--- config.mk ---
export PLATFORM = sky130hd
export DESIGN_NAME = video_timing_flat
export DESIGN_NICKNAME = d
export VERILOG_FILES = /design/src/rtl/video_timing_if.sv /design/src/rtl/video_timing.sv /design/src/flat_wrapper.sv
export SDC_FILE = /design/constraint.sdc
export NUM_CORES = 1
export LEC_CHECK = 0
export CAP_MARGIN = 25
export CORE_ASPECT_RATIO = 0.5
export CORE_MARGIN = 1
export CORE_UTILIZATION = 45
export CTS_CLUSTER_SIZE = 25
export DETAILED_ROUTE_END_ITERATION = 8
export GPL_TIMING_DRIVEN = 0
export PLACE_DENSITY = 0.68
export SLEW_MARGIN = 20
export SYNTH_ARGS = -nofsm -noshare
export SYNTH_HDL_FRONTEND = slang
export SYNTH_SLANG_ARGS = --single-unit
--- constraint.sdc ---
create_clock -name clk24 -period 3.68 [get_ports clk24]
set_input_delay 1.104 -clock clk24 [delete_from_list [all_inputs] [get_ports clk24]]
set_output_delay 1.104 -clock clk24 [all_outputs]
set_load 0.005 [all_outputs]
--- src/rtl/video_timing_if.sv ---
// Bundle of the raster generator's enable, scroll and CPU handshake inputs
// together with every timing output it produces.
// master: the timing generator itself; slave: whatever drives/consumes it.
interface video_timing_if;
  logic       ce12;
  logic [7:0] roll;
  logic       int_ack;
  logic [9:0] hctr;
  logic [8:0] vctr;
  logic       hsync_n;
  logic       vsync_n;
  logic       blank;
  logic       active;
  logic       border;
  logic       fetch;
  logic [7:0] row_addr;
  logic [4:0] col_addr;
  logic       line_start;
  logic       frame_start;
  logic       int_rq;

  modport master (
    input  ce12, roll, int_ack,
    output hctr, vctr, hsync_n, vsync_n, blank, active, border, fetch,
           row_addr, col_addr, line_start, frame_start, int_rq
  );

  modport slave (
    output ce12, roll, int_ack,
    input  hctr, vctr, hsync_n, vsync_n, blank, active, border, fetch,
           row_addr, col_addr, line_start, frame_start, int_rq
  );
endinterface

--- src/rtl/video_timing.sv ---
// Vector-06C raster timing generator. Advances on the 12 MHz enable inside
// the 24 MHz domain and produces counters, syncs, blanking, border/active
// flags, video fetch strobes with addresses, and the 50 Hz frame interrupt.
// Every output is registered from the next-state counts, so flags always
// agree with the hctr/vctr visible in the same cycle.
module video_timing #(
  parameter logic [9:0] H_TOTAL     = 10'd768,
  parameter logic [9:0] H_ACT_START = 10'd128,
  parameter logic [9:0] H_ACT_END   = 10'd640,
  parameter logic [9:0] HSYNC_START = 10'd680,
  parameter logic [9:0] HSYNC_END   = 10'd736,
  parameter logic [8:0] V_TOTAL     = 9'd312,
  parameter logic [8:0] V_ACT_START = 9'd40,
  parameter logic [8:0] V_ACT_END   = 9'd296,
  parameter logic [8:0] VSYNC_START = 9'd300,
  parameter logic [8:0] VSYNC_END   = 9'd304,
  parameter logic [6:0] INT_HOLD    = 7'd96
) (
  input  logic           clk24,
  input  logic           reset,
  video_timing_if.master vt
);

  // Fetches run one byte (16 ticks) ahead of the 512-tick active window.
  localparam logic [9:0] FETCH_START = H_ACT_START - 10'd16;
  localparam logic [9:0] BLANK_H     = HSYNC_START - 10'd8;
  localparam logic [8:0] BLANK_V     = VSYNC_START - 9'd2;

  logic [9:0] hctr_q, hctr_d;
  logic [8:0] vctr_q, vctr_d;
  logic       hsync_n_q, hsync_n_d;
  logic       vsync_n_q, vsync_n_d;
  logic       blank_q, blank_d;
  logic       active_q, active_d;
  logic       border_q, border_d;
  logic       fetch_q, fetch_d;
  logic [7:0] row_addr_q, row_addr_d;
  logic [4:0] col_addr_q, col_addr_d;
  logic       line_start_q, line_start_d;
  logic       frame_start_q, frame_start_d;
  logic       int_rq_q, int_rq_d;
  logic [6:0] int_cnt_q, int_cnt_d;
  logic [7:0] roll_q, roll_d;

  logic       h_act;
  logic       v_act;
  logic [9:0] fetch_off;
  logic [7:0] line_off;

  // Next counts and every raster decode, evaluated only on a ce12 cycle.
  always_comb begin
    hctr_d        = hctr_q;
    vctr_d        = vctr_q;
    hsync_n_d     = hsync_n_q;
    vsync_n_d     = vsync_n_q;
    blank_d       = blank_q;
    active_d      = active_q;
    border_d      = border_q;
    row_addr_d    = row_addr_q;
    col_addr_d    = col_addr_q;
    roll_d        = roll_q;
    fetch_d       = 1'b0;
    line_start_d  = 1'b0;
    frame_start_d = 1'b0;
    h_act         = 1'b0;
    v_act         = 1'b0;
    fetch_off     = '0;
    line_off      = '0;
    if (vt.ce12) begin
      if (hctr_q == H_TOTAL - 10'd1) begin
        hctr_d = '0;
        vctr_d = (vctr_q == V_TOTAL - 9'd1) ? '0 : vctr_q + 9'd1;
      end else begin
        hctr_d = hctr_q + 10'd1;
      end
      h_act         = (hctr_d >= H_ACT_START) && (hctr_d < H_ACT_END);
      v_act         = (vctr_d >= V_ACT_START) && (vctr_d < V_ACT_END);
      hsync_n_d     = !((hctr_d >= HSYNC_START) && (hctr_d < HSYNC_END));
      vsync_n_d     = !((vctr_d >= VSYNC_START) && (vctr_d < VSYNC_END));
      blank_d       = (hctr_d >= BLANK_H) || (vctr_d >= BLANK_V);
      active_d      = h_act && v_act;
      border_d      = !blank_d && !active_d;
      line_start_d  = (hctr_d == '0);
      frame_start_d = line_start_d && (vctr_d == '0);
      if (frame_start_d) begin
        roll_d = vt.roll;
      end
      // Offset below 512 with zero low nibble marks the 32 byte slots;
      // bitmap rows count downwards from the scroll value.
      fetch_off = hctr_d - FETCH_START;
      line_off  = 8'(vctr_d - V_ACT_START);
      if (v_act && (hctr_d >= FETCH_START) && !fetch_off[9] &&
          (fetch_off[3:0] == 4'd0)) begin
        fetch_d    = 1'b1;
        col_addr_d = fetch_off[8:4];
        row_addr_d = roll_q - line_off;
      end
    end
  end

  // Frame interrupt: set wins over ack, ack clears at once, else time out.
  always_comb begin
    int_rq_d  = int_rq_q;
    int_cnt_d = int_cnt_q;
    if (frame_start_d) begin
      int_rq_d  = 1'b1;
      int_cnt_d = '0;
    end else if (int_rq_q && vt.int_ack) begin
      int_rq_d = 1'b0;
    end else if (int_rq_q && vt.ce12) begin
      if (int_cnt_q == INT_HOLD - 7'd1) begin
        int_rq_d = 1'b0;
      end else begin
        int_cnt_d = int_cnt_q + 7'd1;
      end
    end
  end

  // State registers, all forced to idle values by the asynchronous reset.
  always_ff @(posedge clk24 or posedge reset) begin
    if (reset) begin
      hctr_q        <= '0;
      vctr_q        <= '0;
      hsync_n_q     <= 1'b1;
      vsync_n_q     <= 1'b1;
      blank_q       <= 1'b1;
      active_q      <= 1'b0;
      border_q      <= 1'b0;
      fetch_q       <= 1'b0;
      row_addr_q    <= '0;
      col_addr_q    <= '0;
      line_start_q  <= 1'b0;
      frame_start_q <= 1'b0;
      int_rq_q      <= 1'b0;
      int_cnt_q     <= '0;
      roll_q        <= '0;
    end else begin
      hctr_q        <= hctr_d;
      vctr_q        <= vctr_d;
      hsync_n_q     <= hsync_n_d;
      vsync_n_q     <= vsync_n_d;
      blank_q       <= blank_d;
      active_q      <= active_d;
      border_q      <= border_d;
      fetch_q       <= fetch_d;
      row_addr_q    <= row_addr_d;
      col_addr_q    <= col_addr_d;
      line_start_q  <= line_start_d;
      frame_start_q <= frame_start_d;
      int_rq_q      <= int_rq_d;
      int_cnt_q     <= int_cnt_d;
      roll_q        <= roll_d;
    end
  end

  assign vt.hctr        = hctr_q;
  assign vt.vctr        = vctr_q;
  assign vt.hsync_n     = hsync_n_q;
  assign vt.vsync_n     = vsync_n_q;
  assign vt.blank       = blank_q;
  assign vt.active      = active_q;
  assign vt.border      = border_q;
  assign vt.fetch       = fetch_q;
  assign vt.row_addr    = row_addr_q;
  assign vt.col_addr    = col_addr_q;
  assign vt.line_start  = line_start_q;
  assign vt.frame_start = frame_start_q;
  assign vt.int_rq      = int_rq_q;

endmodule

--- src/flat_wrapper.sv ---
// flat-port wrapper written by rule: the top's interface ports become plain ports
module video_timing_flat 
#(
  parameter logic [9:0] H_TOTAL     = 10'd768,
  parameter logic [9:0] H_ACT_START = 10'd128,
  parameter logic [9:0] H_ACT_END   = 10'd640,
  parameter logic [9:0] HSYNC_START = 10'd680,
  parameter logic [9:0] HSYNC_END   = 10'd736,
  parameter logic [8:0] V_TOTAL     = 9'd312,
  parameter logic [8:0] V_ACT_START = 9'd40,
  parameter logic [8:0] V_ACT_END   = 9'd296,
  parameter logic [8:0] VSYNC_START = 9'd300,
  parameter logic [8:0] VSYNC_END   = 9'd304,
  parameter logic [6:0] INT_HOLD    = 7'd96
)
  (clk24, reset, vt_ce12, vt_roll, vt_int_ack, vt_hctr, vt_vctr, vt_hsync_n, vt_vsync_n, vt_blank, vt_active, vt_border, vt_fetch, vt_row_addr, vt_col_addr, vt_line_start, vt_frame_start, vt_int_rq);
  video_timing_if vt_i ();
  input  logic clk24;
  input  logic reset;
  input wire logic [$bits(vt_i.ce12)-1:0] vt_ce12;
  input wire logic [$bits(vt_i.roll)-1:0] vt_roll;
  input wire logic [$bits(vt_i.int_ack)-1:0] vt_int_ack;
  output wire logic [$bits(vt_i.hctr)-1:0] vt_hctr;
  output wire logic [$bits(vt_i.vctr)-1:0] vt_vctr;
  output wire logic [$bits(vt_i.hsync_n)-1:0] vt_hsync_n;
  output wire logic [$bits(vt_i.vsync_n)-1:0] vt_vsync_n;
  output wire logic [$bits(vt_i.blank)-1:0] vt_blank;
  output wire logic [$bits(vt_i.active)-1:0] vt_active;
  output wire logic [$bits(vt_i.border)-1:0] vt_border;
  output wire logic [$bits(vt_i.fetch)-1:0] vt_fetch;
  output wire logic [$bits(vt_i.row_addr)-1:0] vt_row_addr;
  output wire logic [$bits(vt_i.col_addr)-1:0] vt_col_addr;
  output wire logic [$bits(vt_i.line_start)-1:0] vt_line_start;
  output wire logic [$bits(vt_i.frame_start)-1:0] vt_frame_start;
  output wire logic [$bits(vt_i.int_rq)-1:0] vt_int_rq;
  assign vt_i.ce12 = vt_ce12;
  assign vt_i.roll = vt_roll;
  assign vt_i.int_ack = vt_int_ack;
  assign vt_hctr = vt_i.hctr;
  assign vt_vctr = vt_i.vctr;
  assign vt_hsync_n = vt_i.hsync_n;
  assign vt_vsync_n = vt_i.vsync_n;
  assign vt_blank = vt_i.blank;
  assign vt_active = vt_i.active;
  assign vt_border = vt_i.border;
  assign vt_fetch = vt_i.fetch;
  assign vt_row_addr = vt_i.row_addr;
  assign vt_col_addr = vt_i.col_addr;
  assign vt_line_start = vt_i.line_start;
  assign vt_frame_start = vt_i.frame_start;
  assign vt_int_rq = vt_i.int_rq;
  video_timing #(.H_TOTAL(H_TOTAL), .H_ACT_START(H_ACT_START), .H_ACT_END(H_ACT_END), .HSYNC_START(HSYNC_START), .HSYNC_END(HSYNC_END), .V_TOTAL(V_TOTAL), .V_ACT_START(V_ACT_START), .V_ACT_END(V_ACT_END), .VSYNC_START(VSYNC_START), .VSYNC_END(VSYNC_END), .INT_HOLD(INT_HOLD)) u_core (.clk24(clk24), .reset(reset), .vt(vt_i));
endmodule
======== After elaboration in Yosys (flattened, before gate mapping) ========
Index checks and enable logic that the tools add are counted.
W data, S select, Z words.
cells by class
  $add $sub $neg .......................... 6
  magnitude comparators ................... 11
  eq/ne operators ......................... 5
  multiplexer cells ....................... 17
  reduce and logical (&&, ||, !) cells .... 28
operator list
  cell                     number
  $mux W7                  4
  $mux W9                  3
  $ge A10 B10 Y1 const B   2
  $lt A10 B10 Y1 const B   2
  $mux W10                 2
  $ge A9 B9 Y1 const B     2
  $lt A9 B9 Y1 const B     2
  $logic_and A1 B1 Y1      12
  $add A10 B1 Y10 const B  1
  $eq A10 B10 Y1 const B   1
  $ge A10 B7 Y1 const B    1
  $ge A10 B8 Y1 const B    1
  $logic_not A10 Y1        1
  $sub A10 B7 Y10 const B  1
  $add A9 B1 Y9 const B    1
  $eq A9 B9 Y1 const B     1
  $ge A9 B6 Y1 const B     1
  $logic_not A9 Y1         1
  $mux W1                  8
  $sub A8 B6 Y8 const B    1
  $sub A8 B8 Y8            1
  $add A7 B1 Y7 const B    1
  $eq A7 B7 Y1 const B     1
  $reduce_and A2 Y1        3
  other kinds (7)          13
storage, ports and cells
  register bits ........................... 56
  input bits .............................. 12
  output and inout port bits .............. 41
  logic and storage cells ................. 82

======== Longest topological paths before layout ========
  word-level depth ........................ 11
  mapped depth ............................ 17
  gate-level depth less buffers ........... 16

======== Worst setup path before layout ========
OpenSTA, ideal clock, no wires.
  path kind ............................... register to register
  start point ............................. reg u_core.hctr_q[0], in the netlist u_core.vt.hctr[0]
  end point ............................... reg u_core.row_addr_q[7], in the netlist u_core.vt.row_addr[7]
  data arrival time ....................... 3.337 ns
  required time ........................... 3.555 ns
  slack ................................... 0.218 ns
  stages on the path, launching flop included .. 16
  path buffers ............................ 1
  clock period less this slack ............ 3.462 ns
  cell sequence ........................... dfrtp_1 > ha_1 > nand4_2 > or3_1 > buf_2 > o41a_1 > inv_2 > ha_1 > inv_1 > ha_1 > a21oi_1 > o21bai_1 > a21o_1 > a21oi_1 > xnor2_1 > mux2_4
between the ends
  longest elaborated chain between the ends .. 9
  elaborated cells between the ends (all ways) .. 19
ends and longest elaborated chain
  element                                                  line                 text
  from (decl)                                              video_timing.sv:29   logic [9:0] hctr_q, hctr_d;
  from (signal assigned)                                   video_timing.sv:138  hctr_q <= hctr_d;
  branches (longest 9 deep; another with $add A10 B1 Y10)  n/a
  to (signal assigned)                                     video_timing.sv:146  row_addr_q <= row_addr_d;
  to (decl)                                                video_timing.sv:37   logic [7:0] row_addr_q, row_addr_d;
Parallel ways; which one is timed is not known. The select of a mux whose other input is x is not followed.
A chain may end at the register's enable or synchronous reset.

======== Worst setup path in the final report ========
  start point ............................. reg u_core.hctr_q[1], in the netlist u_core.vt.hctr[1]
  end point ............................... reg u_core.row_addr_q[7], in the netlist u_core.vt.row_addr[7]
The elaborated chain is that of the path after synthesis.

==> flow_metrics.env <==
export IMPL_outcome="finished, final reports clean"
export IMPL_dieArea_um2=7900
export IMPL_drc=0
export IMPL_synthArstFlopShare_pct=100
export IMPL_cts_buffers=5
export IMPL_maxCapViolations=0
export IMPL_postCtsHoldBufs=0
export IMPL_worst_hold_path_type="flop to flop"
export IMPL_clk_pin_slew_worst_paths_ns=0.07
export IMPL_fp_dieH_um=63.4
export IMPL_rsz0062_at_grt="true"
export IMPL_syn_num_nets=362
export IMPL_fp_coreArea_um2=6960
export IMPL_cts_tree="yes"
export IMPL_synth_ff_type="dfrtp_1"
export IMPL_port_buffers=51
export IMPL_grt_pass1_wl_um=12600
export IMPL_grt_pass1_vias=2588
export IMPL_drt_wl_total_um=7550
export IMPL_num_io_pins=53
export IMPL_power_density_nw_per_um2=425
export IMPL_final_max_slew_viol_count=0
export IMPL_dieWidth_um=125
export IMPL_vdd_ir_drop_worst_uv=171
export IMPL_hpwlAfterDp_um=5450
export IMPL_grt_busiest_layer="met2"
export IMPL_finalInstanceArea_um2=4250
export IMPL_synth_distinct_cells=60
export IMPL_synth_top_cell_area_share_pct=39.1
export IMPL_yosysTopAreaCell="dfrtp_1"
export IMPL_grtUsageMet1_pct=27.8
export IMPL_htreeDepth=2
export IMPL_synthesis_area_um2=3390
export IMPL_synth_common_cells="53 x dfrtp_1, 33 x nor2_1, 23 x nand2_1, 22 x inv_1, 21 x a21oi_1"
export IMPL_pre_cts_slack_ns=-0.208
export IMPL_max_slew_margin_rel_pct=52.9
export IMPL_layout_cells_non_filler=485
export IMPL_yosysMostFrequentCell="dfrtp_1"
export IMPL_drt_first_pass_iters=4
export IMPL_placed_area_um2=4020
export IMPL_avgViaCountPerCell=5.55
export IMPL_fin_crit_sh_pct=97.4
export IMPL_grt_util_all_layers_pct=20.0
export IMPL_globalplace_congestion=0.881
export IMPL_synthCells=330
export IMPL_insertion_delay_ns=0.30
export IMPL_grt_use_met2_pct=32.0
export IMPL_synth_area_leaders="dfrtp_1 39%, ha_1 7.0%, xnor2_1 3.9%, nor2_1 3.7%, mux2_4 3.5%"
export IMPL_grt_max_degree=57
export IMPL_post_place_cells=473
export IMPL_antenna_found_initial=0
export IMPL_cts_sinks=56
export IMPL_drive_gt1_share_pct=15.0
export IMPL_cp_end_kind="flop"
export IMPL_cp_required_ns=3.86
export IMPL_ys_warn_count=0
export IMPL_syn_avg_cell_area_um2=10.3
export IMPL_seq_area_frac_synth_pct=41.5
export IMPL_hold_violations=0
export IMPL_met3_usage_pct=4.50
export IMPL_detail_route_antenna_nets=0
export IMPL_n_antenna_cell=0
export IMPL_start_util_pct=48.7
export IMPL_drt_iter0_drc=181
export IMPL_clockBufferDepth=2
export IMPL_fin_nets=424
export IMPL_synth_seq_cells=56
export IMPL_cp_max_fo=10
export IMPL_start_kind="flop"
export IMPL_worstPathArrival_ns=3.77
export IMPL_fin_skew_ns=0.0119
export IMPL_tightest_slew_ns=0.706
export IMPL_num_vias=2692
export IMPL_synth_edff_count=0
export IMPL_critPathKind="flop to flop"
export IMPL_wl_per_cell_um=15.6
export IMPL_fmax_ghz=0.279
export IMPL_area_delta_synth_final_pct=25.5
export IMPL_min_period_ns=3.58
export IMPL_cts_root_buf="clkbuf_16"
export IMPL_fp_row_count=21
export IMPL_cellLeakagePower_nw=1.85
export IMPL_postLayoutSetupSlackWorst_ns=0.0961
export IMPL_overflow=0
export IMPL_setup_viol=0
==> placed cells by master, fill, tap and decap left out, drive strengths merged, types with 10 or more instances in the layout <==
| master | instances |
|---|---|
| xor2 | 14 |
| dfrtp | 53 |
| clkdlybuf4s50 | 51 |
| nand3 | 11 |
| xnor2 | 15 |
| mux2 | 23 |
| inv | 23 |
| a21oi | 22 |
| ha | 19 |
| nor2 | 33 |
| o21ai | 10 |
| nand2 | 23 |
| clkbuf | 15 |
| buf | 10 |
==> cells by family after synthesis <==
| group | synth area share [%] |
|---|---|
| xor+xnor | 7.72 |
| mux | 10.0 |
| fa+ha+maj | 7.60 |
| compound gates | 12.0 |
| simple gates | 16.6 |
| buf+inv | 4.61 |
| flops | 41.5 |
==> layer usage <==
layer  part of all wire, %  wire, um
met5                     0         0
met3                   4.8       366
met2                    46      3480
met1                    48      3660
met4                  0.66        50
==> power by group <==
| group | total (mW) | internal, mW | switching, mW |
|---|---|---|---|
| Sequential | 0.739 | 0.672 | 0.0670 |
| Combinational | 0.581 | 0.283 | 0.298 |
| Clock | 0.488 | 0.272 | 0.215 |
==> path summary, 6_finish.rpt <==
kind	start	to	slack, ns	cells past startpoint
max	u_core.vt.hctr[1]	u_core.vt.row_addr[7]	0.1	17
min	u_core.roll_q[3]	u_core.roll_q[3]	0.49	1
max reg2reg	u_core.vt.hctr[1]	u_core.vt.row_addr[7]	0.1	17
min reg2reg	u_core.roll_q[3]	u_core.roll_q[3]	0.49	1
max in group asynchronous	reset	u_core.vt.hctr[1]	1.92	2
min in group asynchronous	reset	u_core.vt.col_addr[0]	1.26	2
==> stage by stage <==
| stage | setup TNS (ns) | power [mW] | hold WS [ns] | util [%] |
|---|---|---|---|---|
| floorplan | 0 | 1.08 | 0.458 | - |
| global placement | -0.169 | 1.28 | 0.470 | 57.7 |
| detailed placement | -0.335 | 1.29 | 0.477 | 57.7 |
| CTS | 0 | 1.80 | 0.493 | 60.3 |
| global route | -0.126 | 1.92 | 0.517 | 61.1 |
| finish | 0 | 1.81 | 0.487 | 61.1 |
==> state kept, by name, indices dropped and copies added (netlist names) <==
name / cells
u_core.vt.active: 1
u_core.roll_q: 8
u_core.vt.blank: 1
u_core.vt.frame_start: 1
u_core.vt.col_addr: 5
u_core.vt.line_start: 1
u_core.vt.vsync_n: 1
u_core.vt.hctr: 10
u_core.int_cnt_q: 7
u_core.vt.int_rq: 1
u_core.vt.border: 1
u_core.vt.row_addr: 8
u_core.vt.vctr: 9
u_core.vt.hsync_n: 1
u_core.vt.fetch: 1
==> cell type report <==
class	count	area [um^2]
multi-input cells	238	1880
fillers	565	2710
repair buffers	55	541
flip-flops and latches	56	1410
clock buffers	8	146
well taps	92	115
inverters	23	88.8
plain buffers	13	75.1
==> what timing repair did <==
| item | 4_1_cts | 5_1_grt |
|---|---|---|
| pin swaps | 0 | 1 |
| setup endpoints to repair | 3 | 9 |
| buffers inserted | 1 | 3 |
| gates cloned | 0 | 0 |
| gates resized for setup | 6 | 7 |
==> worst max-delay path, cell delays in order, from the launching register on <==
cell and delay (ns):
dfrtp_2 0.40, ha_4 0.18, nand4_4 0.16, or3_1 0.36, buf_2 0.19, nor3_1 0.19
a21oi_1 0.11, inv_1 0.11, ha_1 0.14, inv_1 0.04, ha_1 0.19, fa_1 0.41
a21oi_1 0.15, o21bai_1 0.11, a21o_1 0.19, a21oi_1 0.17, xnor2_1 0.10, mux2_4 0.25
(Power assumes the default switching activity.)
